==> config.mk <==
export PLATFORM = sky130hd
export DESIGN_NAME = axis_command_encoder
export DESIGN_NICKNAME = d
export VERILOG_FILES = /design/src/rtl/axis_command_encoder_pkg.sv /design/src/rtl/axis_command_encoder_run_splitter.sv /design/src/rtl/axis_command_encoder.sv
export SDC_FILE = /design/constraint.sdc
export NUM_CORES = 1
export LEC_CHECK = 0
export ABC_AREA = 0
export CAP_MARGIN = 40
export CORE_MARGIN = 2
export CORE_UTILIZATION = 25
export DETAILED_ROUTE_END_ITERATION = 6
export MAX_ROUTING_LAYER = met4
export PLACE_DENSITY_LB_ADDON = 0.08
export SLEW_MARGIN = 20
export SYNTH_ARGS = -nofsm -noshare
export SYNTH_HDL_FRONTEND = slang
export SYNTH_SLANG_ARGS = --single-unit
==> constraint.sdc <==
create_clock -name clk -period 5.79 [get_ports clk]
set_clock_uncertainty 0.1 [all_clocks]
set_input_delay 0.579 -clock clk [delete_from_list [all_inputs] [get_ports clk]]
set_output_delay 0.579 -clock clk [all_outputs]
set_load 0.005 [all_outputs]
==> src/rtl/axis_command_encoder_pkg.sv <==
`default_nettype none
// ============================================================================
// Module      : encoder_config (package)
// Description : Shared opcode/state types and word-layout helpers for the
//               AXI-Stream command encoder.
// Revision    : 1.0 - initial release
// ============================================================================

// Round a bit width up to the next whole byte.
`define WIDTH_NEAREST_BYTE(w) ((((w) + 7) / 8) * 8)

package encoder_config;

    localparam int OPC_WIDTH = 2;

    typedef enum logic [OPC_WIDTH-1:0] {
        OP_NOP = 2'd0,
        OP_RUN = 2'd1,
        OP_SPK = 2'd2,
        OP_CLR = 2'd3
    } opcode_t;

    typedef enum logic [0:0] {
        ST_IDLE      = 1'b0,
        ST_RUN_SPLIT = 1'b1
    } state_t;

    // The spike charge sits in its own byte lane at the bottom of the word,
    // the input index starts at the next byte boundary.
    function automatic int chg_lane_width(input int chg_width);
        return `WIDTH_NEAREST_BYTE(chg_width);
    endfunction

    function automatic int spk_field_width(input int idx_width, input int chg_width);
        return chg_lane_width(chg_width) + idx_width;
    endfunction

endpackage

`default_nettype wire

==> src/rtl/axis_command_encoder_run_splitter.sv <==
`default_nettype none
// ============================================================================
// Module      : run_splitter
// Description : Breaks a long RUN length into per-word counts of at most
//               2^RUN_WIDTH-1, holding the unsent remainder between words.
// Revision    : 1.0 - initial release
// ============================================================================
module run_splitter
    import encoder_config::*;
#(
    parameter int RUN_WIDTH = 14,
    parameter int LEN_WIDTH = 32
) (
    input  logic                 clk,
    input  logic                 arst,
    input  logic                 load,
    input  logic [LEN_WIDTH-1:0] len,
    input  logic                 advance,
    output logic [RUN_WIDTH-1:0] count,
    output logic                 last
);

    localparam logic [LEN_WIDTH-1:0] c_run_max = LEN_WIDTH'({RUN_WIDTH{1'b1}});

    logic [LEN_WIDTH-1:0] r_remaining;
    logic [LEN_WIDTH-1:0] w_src;
    logic                 w_gt_max;

    // A fresh load works on the new length, otherwise on what is left over.
    always_comb begin
        w_src    = load ? len : r_remaining;
        w_gt_max = (w_src > c_run_max);
        count    = w_gt_max ? c_run_max[RUN_WIDTH-1:0] : w_src[RUN_WIDTH-1:0];
        last     = !w_gt_max;
    end

    // Remainder register; the subtraction only happens behind the > MAX test.
    always_ff @(posedge clk or posedge arst) begin
        if (arst) begin
            r_remaining <= '0;
        end else if (load || advance) begin
            r_remaining <= w_gt_max ? (w_src - c_run_max) : '0;
        end
    end

endmodule

`default_nettype wire

==> src/rtl/axis_command_encoder.sv <==
`default_nettype none
// ============================================================================
// Module      : axis_command_encoder
// Description : Turns valid/ready network commands (SPK/RUN/CLR/NOP) into
//               opcode-tagged AXI-Stream words, splitting long RUNs.
// Revision    : 1.0 - initial release
// ============================================================================
module axis_command_encoder
    import encoder_config::*;
#(
    parameter int IDX_WIDTH   = 4,
    parameter int CHG_WIDTH   = 8,
    parameter int TDATA_WIDTH = 16,
    parameter int RUN_WIDTH   = TDATA_WIDTH - OPC_WIDTH,
    parameter int LEN_WIDTH   = 32
) (
    input  logic                   clk,
    input  logic                   arst,
    input  logic                   cmd_valid,
    output logic                   cmd_ready,
    input  logic [OPC_WIDTH-1:0]   cmd_op,
    input  logic [IDX_WIDTH-1:0]   cmd_idx,
    input  logic [CHG_WIDTH-1:0]   cmd_chg,
    input  logic [LEN_WIDTH-1:0]   cmd_len,
    output logic [TDATA_WIDTH-1:0] m_axis_tdata,
    output logic                   m_axis_tvalid,
    input  logic                   m_axis_tready,
    output logic                   busy
);

    localparam int c_chg_lane = chg_lane_width(CHG_WIDTH);

    state_t                 r_state;
    logic [TDATA_WIDTH-1:0] r_tdata;
    logic                   r_tvalid;

    opcode_t                w_cmd_op;
    logic                   w_slot_free;
    logic                   w_accept;
    logic                   w_run_load;
    logic                   w_run_adv;
    logic [RUN_WIDTH-1:0]   w_count;
    logic                   w_last;
    logic [RUN_WIDTH-1:0]   w_spk_payload;
    logic                   w_load_word;
    logic [TDATA_WIDTH-1:0] w_word;

    assign w_cmd_op    = opcode_t'(cmd_op);
    assign w_slot_free = !r_tvalid || m_axis_tready;
    assign cmd_ready   = (r_state == ST_IDLE) && w_slot_free && !arst;
    assign w_accept    = cmd_valid && cmd_ready;
    // A zero-length RUN is consumed without producing a word.
    assign w_run_load  = w_accept && (w_cmd_op == OP_RUN) && (cmd_len != '0);
    assign w_run_adv   = (r_state == ST_RUN_SPLIT) && w_slot_free;

    run_splitter #(
        .RUN_WIDTH (RUN_WIDTH),
        .LEN_WIDTH (LEN_WIDTH)
    ) u_run_splitter (
        .clk     (clk),
        .arst    (arst),
        .load    (w_run_load),
        .len     (cmd_len),
        .advance (w_run_adv),
        .count   (w_count),
        .last    (w_last)
    );

    // Build the next output word: charge in the low byte lane, index above.
    always_comb begin
        w_spk_payload                           = '0;
        w_spk_payload[CHG_WIDTH-1:0]            = cmd_chg;
        w_spk_payload[c_chg_lane +: IDX_WIDTH]  = cmd_idx;
        w_load_word = 1'b0;
        w_word      = '0;
        if (w_run_load || w_run_adv) begin
            w_load_word = 1'b1;
            w_word      = {OP_RUN, w_count};
        end else if (w_accept) begin
            case (w_cmd_op)
                OP_SPK: begin
                    w_load_word = 1'b1;
                    w_word      = {OP_SPK, w_spk_payload};
                end
                OP_CLR: begin
                    w_load_word = 1'b1;
                    w_word      = {OP_CLR, {RUN_WIDTH{1'b0}}};
                end
                default: ;
            endcase
        end
    end

    // Output register and split-state control; a load always wins over a drop.
    always_ff @(posedge clk or posedge arst) begin
        if (arst) begin
            r_state  <= ST_IDLE;
            r_tdata  <= '0;
            r_tvalid <= 1'b0;
        end else begin
            if (w_load_word) begin
                r_tdata  <= w_word;
                r_tvalid <= 1'b1;
            end else if (m_axis_tready) begin
                r_tvalid <= 1'b0;
            end
            if (w_run_load && !w_last) begin
                r_state <= ST_RUN_SPLIT;
            end else if (w_run_adv && w_last) begin
                r_state <= ST_IDLE;
            end
        end
    end

    assign m_axis_tdata  = r_tdata;
    assign m_axis_tvalid = r_tvalid;
    assign busy          = (r_state != ST_IDLE) || r_tvalid;

endmodule

`default_nettype wire

[Word level (Yosys, flattened, before mapping)]
Cells that the tools add are included.
Word-level totals
  output and inout bits: 19
  word-level logic and storage cells: 41
  register bits after elaboration: 50
  input bits: 50
Cells by class
  mux-type cells: 13
  add/sub/neg operators: 1
  bitwise logic cells: 1
  magnitude comparators: 1
  eq/ne operators: 3
  reductions and logical operators: 18
Operators with widths (number)
  $mux W32: 2
  $gt A32 B14 Y1 const B: 1
  $mux W16: 2
  $pmux W16 S2: 1
  $reduce_bool A32 Y1: 1
  $sub A32 B14 Y32 const B: 1
  $mux W14: 1
  $logic_and A1 B1 Y1: 8
  $mux W1: 7
  $eq A2 B2 Y1 const B: 2
  $reduce_bool A2 Y1: 2
  $logic_not A1 Y1: 3
  $logic_or A1 B1 Y1: 3
  $eq A2 B1 Y1 const B: 1
  $reduce_or A2 Y1: 1
  $not A1 Y1: 1

[Depth between registers and ports, before layout]
Gate-level depths: netlist of run 1.
  word-level depth: 13
  depth in mapped cells: 16
  gate-level depth less buffers: 12

[Cells and area by module]
From an unflattened synthesis of run 1, not the netlist that was laid out.
Second synthesis, totals
  cell total of the unflattened synthesis: 434
  area total of the unflattened synthesis: 3852.4 µm²
Modules (own cells, without submodules)
  run_splitter: cells an instance 345, area each 2921.6 µm², instances 1, sequential area each 800.8 µm²
  axis_command_encoder: cells an instance 89, area each 930.9 µm², instances 1, sequential area each 450.4 µm²

[Worst setup path after synthesis of run 1]
No wires, ideal clock.
  kind: input port to flip-flop
  from: input cmd_len[14]
  to: register u_run_splitter.r_remaining[22]
  setup time: 87 ps
  buffers on the path: 4
  arrival time: 4282 ps
  cell stages on the path: 16
  setup slack: 1321 ps
  data required time: 5603 ps
  path through: or3_4 -> or4_1 -> buf_2 -> o31ai_4 -> buf_2 -> buf_2 -> buf_2 -> nand2_1 -> nand2_1 -> ha_1 -> inv_1 -> or3b_2 -> mux2_2 -> nand2_1 -> mux2_2 -> o211ai_1
Between the ends
  longest elaborated chain between the ends: 5
  elaborated cells between the ends (all ways): 7
  classes of those cells: add/sub (1); order compare (1); mux (2); reduce/logical (3)
Ends and longest elaborated chain
  from (decl): line axis_command_encoder.sv:24  | input logic [LEN_WIDTH-1:0] cmd_len,
  $reduce_bool A32 Y1: line axis_command_encoder.sv:53  | assign w_run_load = w_accept && (w_cmd_op == OP_RUN) && (cmd_len != '0);
  $logic_and A1 B1 Y1: line axis_command_encoder.sv:53
  $mux W32: line axis_command_encoder_run_splitter.sv:31  | w_src = load ? len : r_remaining;
  $sub A32 B14 Y32 or $gt A32 B14 Y1 (tied branches): line axis_command_encoder_run_splitter.sv:42, axis_command_encoder_run_splitter.sv:32
  $mux W32: line axis_command_encoder_run_splitter.sv:42  | r_remaining <= w_gt_max ? (w_src - c_run_max) : '0;
  to (signal assigned): line axis_command_encoder_run_splitter.sv:42
  to (decl): line axis_command_encoder_run_splitter.sv:25  | logic [LEN_WIDTH-1:0] r_remaining;
Parallel ways exist; a longest one is shown, timed or not.
A chain may end at the register's enable or synchronous reset.

[Final worst setup path of run 1]
Same ends and word-level chain as after synthesis.

==> results of run 1 <==
[sequential cells by signal (all words and copies together), names as in the netlist]
name                        flops
u_run_splitter.r_remaining     32
r_state                         1
m_axis_tvalid                   1
m_axis_tdata                   16
[layout make-up]
type                       instances  area [sq um]
clock buffer                       5           125
clock inverter                     2          38.8
fill                            1742         10800
inverter                          10          37.5
multi-input combinational        413          2690
sequential                        50          1250
tap                              216           270
timing repair buffer              87           833
[cells in the mapped netlist (14+ instances only)]
cell type	n
a22oi_1	14
dfrtp_1	50
o22ai_1	17
nor3_1	17
a21oi_1	18
nor2_1	34
mux2i_1	17
clkbuf_1	20
o211ai_1	18
nor4_1	19
nand3_1	19
o21ai_0	19
nand2_1	63
[cells by family (layout without fill, tap and decap cells)]
group | count (synthesis) | in the layout
muxes | 29 | 29
DFF | 50 | 50
buffers and inverters | 45 | 104
xor gates and xnor gates | 16 | 16
and+or+nand+nor | 212 | 212
AOI/OAI and AO/OA | 155 | 155
adders and majority gates | 1 | 1
[where the power goes]
group,switching (mW),leakage (nW),internal (mW),total (mW)
clock network,0.148,0.0799,0.203,0.351
registers,0.154,0.561,0.492,0.647
logic,0.499,1.36,0.440,0.939
[through the flow]
stage / total power [mW] / area (sq um) / util, % / hold WS [ns] / setup WS [ns]
floorplan: 1.18 / 4120 / - / 0.393 / 1.32
global placement: 1.58 / 5030 / 31.5 / 0.398 / 1.08
detailed placement: 1.59 / 5070 / 31.7 / 0.400 / 0.963
CTS: 1.96 / 5230 / 32.7 / 0.416 / 1.27
global route: 2.09 / 5240 / 32.8 / 0.436 / 1.03
finish: 1.94 / 5240 / 32.8 / 0.410 / 1.24
[worst paths after layout]
path,from,to,depth (start not counted)
setup reg to reg,m_axis_tvalid$_DFFE_PP0P_,u_run_splitter.r_remaining[22]$_DFFE_PP0N_,12
setup / recovery,cmd_len[14],u_run_splitter.r_remaining[22]$_DFFE_PP0N_,13
max in group asynchronous,arst,u_run_splitter.r_remaining[22]$_DFFE_PP0N_,3
min in group asynchronous,arst,u_run_splitter.r_remaining[3]$_DFFE_PP0N_,2
hold reg to reg,m_axis_tdata[3]$_DFFE_PP0P_,m_axis_tdata[3]$_DFFE_PP0P_,2
hold / removal,m_axis_tdata[3]$_DFFE_PP0P_,m_axis_tdata[3]$_DFFE_PP0P_,2
[metal layers]
metal	GRT usage (%)	wire, microns	vias up
met4	5.97	273	0
met5	-	0	-
li1	-	-	2079
met2	29.2	7450	84
met1	25.2	7580	2175
met3	3.00	540	20
[layout by cell type (no fill, tap or decap), drive strengths merged, types with 4 or more instances in the layout]
master,n
clkdlybuf4s50,68
nand2,63
dfrtp,50
nor2,35
nor4,20
o21ai,20
nand3,19
a21oi,18
o211ai,18
buf,18
nor3,17
o22ai,17
mux2i,17
a22oi,14
or3,14
mux2,12
inv,10
a31oi,9
nand4,8
xor2,8
xnor2,8
o31ai,7
or4,6
o21a,6
clkbuf,6
and4,5
and3,5
o311ai,5
or2,4
and2,4
a22o,4
a211oi,4
[worst reg2reg max path, delay by kind of cell, from the launching register on]
family	cells	cell delay, ns
compound gates	2	0.66
simple gates	6	1.77
mux	2	0.76
fa+ha+maj	1	0.36
buf+inv	1	0.13
flops	1	0.40
==> flow_metrics.py, run 1 <==
metrics = {
    "sta": {
        "slew_headroom_pct": 40.8,
        "min_period_ns": 4.55,
        "finalHoldViolations": 0,
        "rsz0062_at_grt": "no",
        "setup_violations": 0,
        "fin_crit_sh_pct": 78.7,
        "finalMaxSlewViolations": 0,
        "fmaxAchievable_mhz": 220,
        "max_slew.worst_pin.slew_ns": 0.866,
        "fin_tns_setup_ns": 0,
    },
    "yosys": {
        "synth_top_area_share_pct": 30.4,
        "synth-edff-count": 0,
        "syn-num-nets": 559,
        "ys_ff_latch": 50,
        "synth-xor-area-share_pct": 3.41,
        "yosysWarnings": 0,
        "synth_fa_ha_area_share_pct": 0.304,
        "synthSimpleGateAreaFrac_pct": 26.7,
        "yosys.area.top_type": "dfrtp_1",
        "synthCells": 508,
        "syn_avg_cell_area_sq_um": 8.10,
        "synth_top_family_by_area": "compound AO/OA/AOI/OAI gates",
        "netlist_area_sq_um": 4120,
        "synth-main-ff-cell": "dfrtp_1",
        "ys_top_cells_by_area": "dfrtp_1 30%, nand2_1 5.7%, mux2i_1 4.1%",
        "ys_seq_area_share_pct": 30.4,
        "synth-compound-area-share_pct": 27.1,
        "synth.distinct_cells": 68,
        "synthArstFlopShare_pct": 100,
        "synth_mux_area_share_pct": 7.42,
    },
    "setup_path": {
        "cp_common_cell": "nand2_1",
        "cp_slowest_cell": "or4_1",
        "path_delay_family": "simple AND/OR/NAND/NOR gates",
        "cp_data_required_time_ns": 5.91,
        "cp_max_fo": 11,
        "reg2reg_setup_slack_ns": 1.53,
        "path_buf_inv": 2,
        "start_kind": "input pin",
        "arrival_ns": 4.68,
        "crit_type": "in2reg",
        "endpoint_kind": "flip-flop",
        "critPathMaxStageDelay_ns": 0.63,
        "path_cells": "clkdlybuf4s50_1, or3_4, or4_1, o31ai_4, nand2_1, nand2_1, ha_1, inv_1, or3b_2, mux2_2, nand2_1, mux2_2, o211ai_1",
    },
    "grt": {
        "grt_pass1_wl_microns": 25300,
        "overflow": 0,
        "grt_max_degree": 44,
        "grt_pass1_vias": 4389,
        "gr-usage-all-layers_pct": 18.8,
        "antenna_found_initial": 0,
    },
    "placed_design": {
        "placed_cells": 774,
        "place_congestion": 0.842,
        "port_buffers": 68,
        "dp_hpwl_microns": 11400,
    },
    "route": {
        "ant_nets": 0,
        "vias_per_cell": 5.57,
        "via_count": 4358,
        "drc": 0,
        "dr.first_iter.drc_count": 328,
        "routed_wl_microns": 15800,
        "first_pass_iters": 5,
        "routedWlPerCell_microns": 20.2,
    },
    "cts": {
        "clock_sinks": 50,
        "cts_buffers": 5,
        "root_buffer": "clkbuf_16",
        "cts_hold_buf": 0,
        "cts_max_level": 2,
        "cts_setup_buffers": 0,
        "clock_latency_ns": 0.31,
        "clockBufferDepth": 2,
        "tritoncts": "yes",
        "clk_pin_slew_ns": 0.08,
        "postCtsResizedCells": 0,
    },
    "floorplanning": {
        "fp.dieW_microns": 132,
        "dieArea_sq_um": 17500,
        "die_h_microns": 132,
        "io_pins": 69,
        "coreArea_sq_um": 16000,
        "num_rows": 46,
        "initial_core_util_pct": 25.7,
    },
    "flow_run": {
        "maxCapViolCount": 0,
    },
    "final_layout": {
        "drive_above_1_share_pct": 9.70,
        "final_nets": 618,
        "finalNonFillerCells": 783,
        "antenna_cells": 0,
        "area_growth_pct": 27.4,
    },
    "pwr": {
        "ir_drop_uv": 113,
        "leakagePower_nw": 2.00,
        "powerDensity_nw_per_um2": 369,
    },
    "min_path": {
        "hold_class": "reg2reg",
    },
    "status": {
        "status": "finished, final reports clean",
    },
}
(Power assumes the default switching activity.)
==> run 2, diff against run 1 <==
Clock period 5.79 ns to 4 ns, I/O delays scaled along.
==> run 2 against run 1 <==
Net effect:
- worst hold slack worse by 0.034 ns
- sequential power is 45% higher
- worst setup slack worse by 0.84 ns
- critical path depth stayed put
- via count is 4.0% higher
==> flow_metrics.py, run 2 (same netlist as run 1, synthesis figures left out) <==
metrics = {
    "status": {
        "status": "finished, final reports clean",
    },
    "setup_path": {
        "cp_slowest_cell": "or4_1",
        "reg2reg_setup_slack_ns": 0.62,
        "critPathMaxStageDelay_ns": 0.50,
        "r2r_cells": 8,
        "path_buf_inv": 2,
        "start_kind": "input pin",
        "cp_common_cell": "nand2_1",
        "endpoint_kind": "flip-flop",
        "path_delay_family": "simple AND/OR/NAND/NOR gates",
        "r2r-start": "u_run_splitter.r_remaining[14]$_DFFE_PP0N_",
        "path_cells": "clkdlybuf4s50_1, or3_4, or4_1, o31ai_4, nand2_1, nand2_1, ha_1, inv_1, or3b_2, mux2_4, nand2_2, mux2_2, o211ai_1",
        "crit_type": "in2reg",
        "cp_data_required_time_ns": 4.13,
        "cp_max_fo": 10,
        "r2r_end": "m_axis_tdata[6]$_DFFE_PP0P_",
        "arrival_ns": 3.73,
    },
    "sta": {
        "finalHoldViolations": 0,
        "slew_headroom_pct": 52.2,
        "setup_violations": 0,
        "fin_crit_sh_pct": 90.1,
        "fin_tns_setup_ns": 0,
        "max_slew.worst_pin.slew_ns": 0.716,
        "fin_hold_ws_ns": 0.376,
        "min_period_ns": 3.60,
        "setup_slack_ns": 0.395,
        "rsz0062_at_grt": "no",
        "finalMaxSlewViolations": 0,
        "fmaxAchievable_mhz": 277,
    },
    "final_layout": {
        "drive_above_1_share_pct": 17.2,
        "final_nets": 666,
        "antenna_cells": 0,
        "multi_input_area_sq_um": 2700,
        "design_area_sq_um": 5610,
        "regMostFlops": "u_run_splitter.r_remaining",
        "seq_area_sq_um": 1250,
        "finalNonFillerCells": 832,
        "area_growth_pct": 36.2,
        "largest_reg_flops": 32,
        "fillers": 1741,
        "layout_common_cells": "68 x clkdlybuf4s50_1, 66 x buf_4, 61 x nand2_1, 50 x dfrtp_1, 34 x nor2_1",
        "final_core_util_pct": 35.0,
        "layout_commonest_cell": "clkdlybuf4s50_1",
    },
    "route": {
        "routed_wl_microns": 16400,
        "ant_nets": 0,
        "drc": 0,
        "vias_per_cell": 5.45,
        "routedWlPerCell_microns": 19.7,
        "dr.first_iter.drc_count": 334,
        "via_count": 4531,
        "first_pass_iters": 5,
    },
    "placed_design": {
        "placed_cells": 823,
        "port_buffers": 68,
        "dp_hpwl_microns": 12200,
        "dpl_cell_area_sq_um": 5440,
        "post-place-ws_ns": 0.100,
        "place_congestion": 0.859,
    },
    "grt": {
        "gr-usage-all-layers_pct": 19.7,
        "antenna_found_initial": 0,
        "overflow": 0,
        "grt_pass1_wl_microns": 26400,
        "grt_max_degree": 42,
        "grt_pass1_vias": 4636,
    },
    "cts": {
        "clock_sinks": 50,
        "clock_latency_ns": 0.31,
        "clockBufferDepth": 2,
        "cts_setup_buffers": 0,
        "cts_hold_buf": 0,
        "cts_max_level": 2,
        "postCtsResizedCells": 0,
        "clk_pin_slew_ns": 0.08,
        "tritoncts": "yes",
        "root_buffer": "clkbuf_16",
        "cts_buffers": 5,
    },
    "flow_run": {
        "maxCapViolCount": 0,
    },
    "floorplanning": {
        "dieArea_sq_um": 17500,
        "coreArea_sq_um": 16000,
        "io_pins": 69,
        "die_h_microns": 132,
        "fp.dieW_microns": 132,
        "num_rows": 46,
        "initial_core_util_pct": 25.7,
    },
    "pwr": {
        "powerDensity_nw_per_um2": 503,
        "total_power_mw": 2.82,
        "ir_drop_uv": 173,
        "leakagePower_nw": 2.23,
    },
    "min_path": {
        "hold_class": "in2async",
    },
}
[run 2: area by class of cell]
class                   instances  share of cell area, %
clock inverters                 2                  0.290
inverters                      10                  0.669
multi-input cells             413                   48.1
clock buffers                   6                   2.48
repair buffers                135                   21.3
flip-flops and latches         50                   22.3
well taps                     216                   4.82
[run 2: power by group]
part	switching [mW]	internal [mW]	total [mW]
clock	0.229	0.253	0.482
combinational	0.733	0.672	1.40
sequential	0.224	0.712	0.936
[run 2: worst max path at each step]
stage                      from                                         end  slack (ns)  depth (start not counted)
finish              cmd_len[14]  u_run_splitter.r_remaining[16]$_DFFE_PP0N_        0.40                         13
global route        cmd_len[14]  u_run_splitter.r_remaining[20]$_DFFE_PP0N_        0.20                         13
CTS                 cmd_len[14]  u_run_splitter.r_remaining[16]$_DFFE_PP0N_        0.41                         13
detailed placement  cmd_len[14]  u_run_splitter.r_remaining[30]$_DFFE_PP0N_        0.10                         13
global placement    cmd_len[14]  u_run_splitter.r_remaining[16]$_DFFE_PP0N_        0.17                         13
floorplan           cmd_len[14]  u_run_splitter.r_remaining[22]$_DFFE_PP0N_        0.01                         16
[run 2: routing by layer]
metal | GRT usage [%] | up-vias | part of all wire [%]
met5 | - | - | 0
met4 | 4.78 | 0 | 1.2
met3 | 3.08 | 11 | 4.0
met2 | 32.0 | 96 | 48
met1 | 25.7 | 2243 | 46
li1 | - | 2181 | -
